<file path="src/rtl/counter_pkg.sv">
// rtl/counter_pkg.sv - shared types for the counter bank
// Purpose: mode, write-select and channel-state encodings plus a mode decode
// helper used by counter_bank and counter_channel.
package counter_pkg;

  typedef enum logic [1:0] {
    MODE_WRAP    = 2'd0,
    MODE_SAT     = 2'd1,
    MODE_ONESHOT = 2'd2
  } mode_e;

  typedef enum logic [1:0] {
    LD_COUNT = 2'd0,
    LD_LIMIT = 2'd1,
    LD_MODE  = 2'd2,
    LD_NONE  = 2'd3
  } wr_sel_e;

  typedef enum logic {
    ST_RUN  = 1'b0,
    ST_DONE = 1'b1
  } ch_state_e;

  // Encoding 3 has no mode of its own; it is stored as WRAP.
  function automatic mode_e decode_mode(input logic [1:0] raw);
    case (raw)
      2'd1:    decode_mode = MODE_SAT;
      2'd2:    decode_mode = MODE_ONESHOT;
      default: decode_mode = MODE_WRAP;
    endcase
  endfunction

endpackage

</file>
<file path="src/rtl/counter_channel.sv">
// rtl/counter_channel.sv - one up/down counter channel with limit and mode
// Purpose: holds count/limit/mode/run-state for a single channel and performs
// the step and terminal-count logic.
// Ports:
//   clk_i, rst_i           clock, synchronous active-high reset
//   en_i, up_down_i        step enable, direction (1 = up)
//   ld_count_i/limit/mode  decoded write strobes for this channel (one-hot)
//   wr_data_i              write data (mode uses [1:0])
//   count_o                current count
//   tc_o                   registered terminal-count pulse
//   at_term_o              combinational terminal-condition level
//   done_o                 ONESHOT finished
module counter_channel
  import counter_pkg::*;
#(
  parameter int WIDTH = 32
) (
  input  logic             clk_i,
  input  logic             rst_i,
  input  logic             en_i,
  input  logic             up_down_i,
  input  logic             ld_count_i,
  input  logic             ld_limit_i,
  input  logic             ld_mode_i,
  input  logic [WIDTH-1:0] wr_data_i,
  output logic [WIDTH-1:0] count_o,
  output logic             tc_o,
  output logic             at_term_o,
  output logic             done_o
);

  logic [WIDTH-1:0] count_q, count_d;
  logic [WIDTH-1:0] limit_q, limit_d;
  mode_e            mode_q, mode_d;
  ch_state_e        state_q, state_d;
  logic             tc_q, tc_d;

  logic wr_any;
  logic step;
  logic term;

  // Up uses >= so a limit lowered beneath the count is still terminal.
  assign term   = up_down_i ? (count_q >= limit_q) : (count_q == '0);
  assign wr_any = ld_count_i | ld_limit_i | ld_mode_i;
  assign step   = en_i & (state_q == ST_RUN) & ~wr_any;

  always_comb begin
    count_d = count_q;
    limit_d = limit_q;
    mode_d  = mode_q;
    state_d = state_q;
    tc_d    = step & term;

    if (ld_count_i) begin
      count_d = wr_data_i;
      state_d = ST_RUN;
    end else if (ld_limit_i) begin
      limit_d = wr_data_i;
    end else if (ld_mode_i) begin
      mode_d  = decode_mode(wr_data_i[1:0]);
      state_d = ST_RUN;
    end else if (step) begin
      if (!term) begin
        count_d = up_down_i ? count_q + 1'b1 : count_q - 1'b1;
      end else begin
        case (mode_q)
          MODE_WRAP:    count_d = up_down_i ? '0 : limit_q;
          MODE_SAT:     count_d = up_down_i ? limit_q : '0;
          MODE_ONESHOT: state_d = ST_DONE;
          default:      count_d = count_q;
        endcase
      end
    end
  end

  always_ff @(posedge clk_i) begin
    if (rst_i) begin
      count_q <= '0;
      limit_q <= '1;
      mode_q  <= MODE_WRAP;
      state_q <= ST_RUN;
      tc_q    <= 1'b0;
    end else begin
      count_q <= count_d;
      limit_q <= limit_d;
      mode_q  <= mode_d;
      state_q <= state_d;
      tc_q    <= tc_d;
    end
  end

  assign count_o   = count_q;
  assign tc_o      = tc_q;
  assign at_term_o = term;
  assign done_o    = (state_q == ST_DONE);

endmodule

</file>
<file path="src/rtl/counter_bank.sv">
// rtl/counter_bank.sv - bank of N_CH independent up/down counters
// Purpose: decodes the shared write port, instantiates one counter_channel per
// channel, packs outputs and holds the sticky IRQ status.
// Optional feature macro: COUNTER_BANK_IRQ_EN (IRQ status/irq_o logic).
// Ports:
//   clk_i, rst_i     clock, synchronous active-high reset
//   en_i, up_down_i  per-channel step enable and direction
//   wr_en_i, wr_ch_i, wr_sel_i, wr_data_i  shared write port
//   count_o          packed counts, ch i at [i*WIDTH +: WIDTH]
//   tc_o, at_term_o, done_o  per-channel status
//   irq_clr_i        W1C for irq_status_o
//   irq_status_o     sticky terminal flags, irq_o = |irq_status_o
module counter_bank
  import counter_pkg::*;
#(
  parameter int WIDTH = 32,
  parameter int N_CH  = 4,
  localparam int CH_W = (N_CH > 1) ? $clog2(N_CH) : 1
) (
  input  logic                  clk_i,
  input  logic                  rst_i,
  input  logic [N_CH-1:0]       en_i,
  input  logic [N_CH-1:0]       up_down_i,
  input  logic                  wr_en_i,
  input  logic [CH_W-1:0]       wr_ch_i,
  input  logic [1:0]            wr_sel_i,
  input  logic [WIDTH-1:0]      wr_data_i,
  output logic [N_CH*WIDTH-1:0] count_o,
  output logic [N_CH-1:0]       tc_o,
  output logic [N_CH-1:0]       at_term_o,
  output logic [N_CH-1:0]       done_o,
  input  logic [N_CH-1:0]       irq_clr_i,
  output logic [N_CH-1:0]       irq_status_o,
  output logic                  irq_o
);

  logic ld_count, ld_limit, ld_mode;

  assign ld_count = wr_en_i & (wr_sel_i == LD_COUNT);
  assign ld_limit = wr_en_i & (wr_sel_i == LD_LIMIT);
  assign ld_mode  = wr_en_i & (wr_sel_i == LD_MODE);

  for (genvar i = 0; i < N_CH; i++) begin : g_ch
    // Exact index match: an out-of-range wr_ch_i selects no channel.
    logic hit;
    assign hit = (wr_ch_i == CH_W'(i));

    counter_channel #(.WIDTH(WIDTH)) u_ch (
      .clk_i      (clk_i),
      .rst_i      (rst_i),
      .en_i       (en_i[i]),
      .up_down_i  (up_down_i[i]),
      .ld_count_i (ld_count & hit),
      .ld_limit_i (ld_limit & hit),
      .ld_mode_i  (ld_mode & hit),
      .wr_data_i  (wr_data_i),
      .count_o    (count_o[i*WIDTH +: WIDTH]),
      .tc_o       (tc_o[i]),
      .at_term_o  (at_term_o[i]),
      .done_o     (done_o[i])
    );
  end

`ifdef COUNTER_BANK_IRQ_EN
  logic [N_CH-1:0] irq_status_q, irq_status_d;

  // Set wins over a same-cycle clear.
  assign irq_status_d = (irq_status_q & ~irq_clr_i) | tc_o;

  always_ff @(posedge clk_i) begin
    if (rst_i) begin
      irq_status_q <= '0;
    end else begin
      irq_status_q <= irq_status_d;
    end
  end

  assign irq_status_o = irq_status_q;
  assign irq_o        = |irq_status_q;
`else
  logic unused_irq_clr;
  assign unused_irq_clr = |irq_clr_i;
  assign irq_status_o   = '0;
  assign irq_o          = 1'b0;
`endif

endmodule

</file>
<file path="config.mk">
export PLATFORM = sky130hd
export DESIGN_NAME = counter_bank
export DESIGN_NICKNAME = d
export VERILOG_FILES = /design/src/rtl/counter_pkg.sv /design/src/rtl/counter_channel.sv /design/src/rtl/counter_bank.sv
export SDC_FILE = /design/constraint.sdc
export NUM_CORES = 1
export LEC_CHECK = 0
export ABC_CLOCK_PERIOD_IN_PS = 3200
export BUFFER_PORTS_ARGS = -buffer_cell sky130_fd_sc_hd__buf_2
export CAP_MARGIN = 20
export CORE_UTILIZATION = 55
export DETAILED_ROUTE_END_ITERATION = 7
export PLACE_DENSITY = 0.79
export SYNTH_ARGS = -nofsm -noshare
export SYNTH_HDL_FRONTEND = slang
export SYNTH_SLANG_ARGS = --single-unit
</file>
<file path="constraint.sdc">
create_clock -name clk_i -period 3.2 [get_ports clk_i]
set_input_delay 0.32 -clock clk_i [delete_from_list [all_inputs] [get_ports clk_i]]
set_output_delay 0.32 -clock clk_i [all_outputs]
set_load 0.02 [all_outputs]
</file>
==> run_results.csv <==
group,metric,value,unit
synthesis,synth_area_leader_cell,"dfxtp_1",
cts,clock_latency,580,ps
drt,routed_wl,83800,um
drt,vias,24600,
synthesis,synth.distinct_cells,100,
sta,fin_skew,13.8,ps
sta,max-slew-margin-rel,0.513,
setup_path,endpoint_kind,"register",
synthesis,synth-seq-cells,272,
final_layout,drive_gt1_frac,0.243,
place,gp_congestion,0.989,
flow_run,maxCapViolCount,0,
setup_path,critPathMaxStageDelay,560,ps
cts,cts.sinks,272,
final_layout,fill_cells,3001,
final_layout,utilization,0.705,
synthesis,yosys_warnings,0,
floorplan,num_rows,72,
outcome,status,"finished with violations",
sta,drv_slew,0,
grt,grtUsageTotal,0.397,
drt,first_iter_violations,3198,
pwr,leakage,13.2,nW
setup_path,required,3650,ps
cts,postCtsHoldBufs,0,
place,preCtsSetupSlack,-374,ps
pwr,irDropWorstVdd,358,uV
sta,worst_pin_slew,729,ps
sta,rsz0062_at_grt,"yes",
place,port_buffers,186,
floorplan,core-area,38600,um^2
setup_path,crit_chain,"inv_2, ha_4, and4_1, nand4_1, or4_4, a211oi_4, a21oi_2, a21oi_4, buf_6, buf_6, a31oi_4, buf_12, buf_8, buf_4, o211ai_1, a21oi_1",
drt,avgRoutedWirePerCell,22.3,um
synthesis,synth.avg_cell_area,7.70,um^2
sta,fmax,306,MHz
pwr,power,12.6,mW
synthesis,ys.flop_type,"dfxtp_1",
cts,cts_tree,"done",
final_layout,mostFrequentLayoutCell,"buf_4",
final_layout,nets,3521,
sta,holdWs,150,ps
setup_path,arrival,3720,ps
grt,grt_pass1_wl,124000,um
drt,drt.antenna.violating_nets,0,
place,dp_hpwl,58600,um
grt,antenna_found_initial,8,
cts,cts_buffers,29,
setup_path,critPathKind,"register to register",
cts,clk_pin_slew,60,ps
grt,overflow,0,
setup_path,crit_family,"simple AND/OR/NAND/NOR gates",
worst_hold_path,min_path_type,"input port to register",
final_layout,finalInstanceArea,27200,um^2
sta,finalCritPeriodShare,1.02,
sta,final_hold_viol_count,0,
place,post_dp_cell_area,25400,um^2
synthesis,synthArstFlopShare,0,
outcome,violations,"DRC, setup timing",
drt,viasPerCell,6.54,
setup_path,crit_fanout,6,
floorplan,die_x,200,um
synthesis,ys_seq_area_frac,0.253,
setup_path,start_kind,"register",
pwr,power_density,462,nW/um^2
floorplan,initial_core_util,0.557,
synthesis,synth_top_area_share,0.253,
sta,period_needed,3270,ps
sta,tns,-112,ps
cts,cts_max_level,1,
drt,drtPass1Iterations,8,
final_layout,areaGrowthSynthToFinish,26.5,%
grt,grt_start_max_net_pins,79,
final_layout,final_cell_mix,"buf_4, nand2_1, dfxtp_1, o211ai_1, ha_1",
setup_path,crit_top_cell,"buf_6",
floorplan,ios,196,
synthesis,postSynthCellCount,2797,
synthesis,synth_edf_count,0,
cts,clock_path_buffers,3,
final_layout,stdcell_count,3766,
grt,grt_pass1_vias,23000,
synthesis,synth.area.top_cells,"dfxtp_1, ha_1, o211ai_1",
cts,root_buffer,"clkbuf_16",
setup_path,crit_buf_inv,6,
drt,drc,2,
place,dp_cells,3670,
sta,fin_ws,-68.9,ps
synthesis,netlist_area,21500,um^2
floorplan,die_h,200,um
sta,finalSetupViolations,4,
floorplan,dieArea,40000,um^2
setup_path,slowest_stage,"or4_4",
where the power goes:
part	internal, mW	switching [mW]
Clock	2.07	1.50
Sequential	3.62	0.265
Combinational	2.21	2.90
layer usage:
layer | vias up | wire length, um | global-route usage
li1 | 11200 | - | -
met1 | 11500 | 31900 | 0.510
met2 | 1625 | 36500 | 0.625
met3 | 328 | 10200 | 0.0764
met4 | 2 | 5320 | 0.219
met5 | - | 16 | 0
layout make-up:
class	instances	area, um^2	share of cell area
multi-input cells	2165	15200	0.560
clock inverters	7	116	0.00427
flip-flops and latches	272	5480	0.201
clock buffers	46	860	0.0316
repair buffers	585	4240	0.156
diodes	8	20.0	0.000735
inverters	165	639	0.0235
well taps	518	648	0.0238
state kept, by name (all words and copies together) (netlist names):
signal	count
g_ch.u_ch.count_o	128
g_ch.u_ch.limit_q	128
g_ch.u_ch.mode_q	8
g_ch.u_ch.done_o	4
g_ch.u_ch.tc_o	4
cell usage after synthesis, types with 7 or more instances:
master,number
a2111oi_0,7
a211o_1,10
a211oi_1,33
a21o_1,89
a21oi_1,224
a221oi_1,12
a22o_1,12
a311oi_1,9
a31oi_1,52
and3_1,26
and4_1,8
buf_2,19
buf_4,25
clkbuf_1,136
clkbuf_2,13
dfxtp_1,272
ha_1,248
inv_1,162
mux2i_1,10
nand2_1,365
nand2b_1,11
nand3_1,85
nand4_1,36
nor2_1,150
nor2b_1,17
nor3_1,40
nor4_1,37
o211ai_1,230
o21a_1,16
o21ai_0,134
o21ai_1,8
o21bai_1,9
o221ai_1,12
o22ai_1,14
o31ai_1,10
xnor2_1,71
xor2_1,37
logic make-up after synthesis:
group / after synthesis / synth area share
other: 1 / 0.000174
xor gates and xnor gates: 108 / 0.0439
buffers and inverters: 364 / 0.0703
muxes: 12 / 0.00587
adders and majority gates: 252 / 0.148
DFF: 272 / 0.253
and+or+nand+nor: 825 / 0.177
AOI/OAI and AO/OA: 963 / 0.303
worst min-delay path, stage by stage:
cell and delay (ps):
buf_2 190, nand3_1 100, a21oi_1 60
worst paths after layout:
| check | startpoint | end | slack [ps] | cells past startpoint |
|---|---|---|---|---|
| setup / recovery | g_ch[1].u_ch.limit_q[22] | g_ch[1].u_ch.count_o[19] | -70 | 16 |
| hold reg to reg | g_ch[2].u_ch.mode_q[0] | g_ch[2].u_ch.mode_q[0] | 460 | 2 |
| hold / removal | wr_sel_i[1] | g_ch[2].u_ch.mode_q[1] | 150 | 3 |
| setup reg to reg | g_ch[1].u_ch.limit_q[22] | g_ch[1].u_ch.count_o[19] | -70 | 16 |
what timing repair did:
| action | in CTS | in global routing |
|---|---|---|
| buffers inserted | 6 | 26 |
| resized for setup | 26 | 98 |
| pin swaps | 10 | 31 |
| setup endpoints to repair | 35 | 95 |
| cloned | 2 | 2 |
Note: power is estimated with default switching activity, not from simulation.
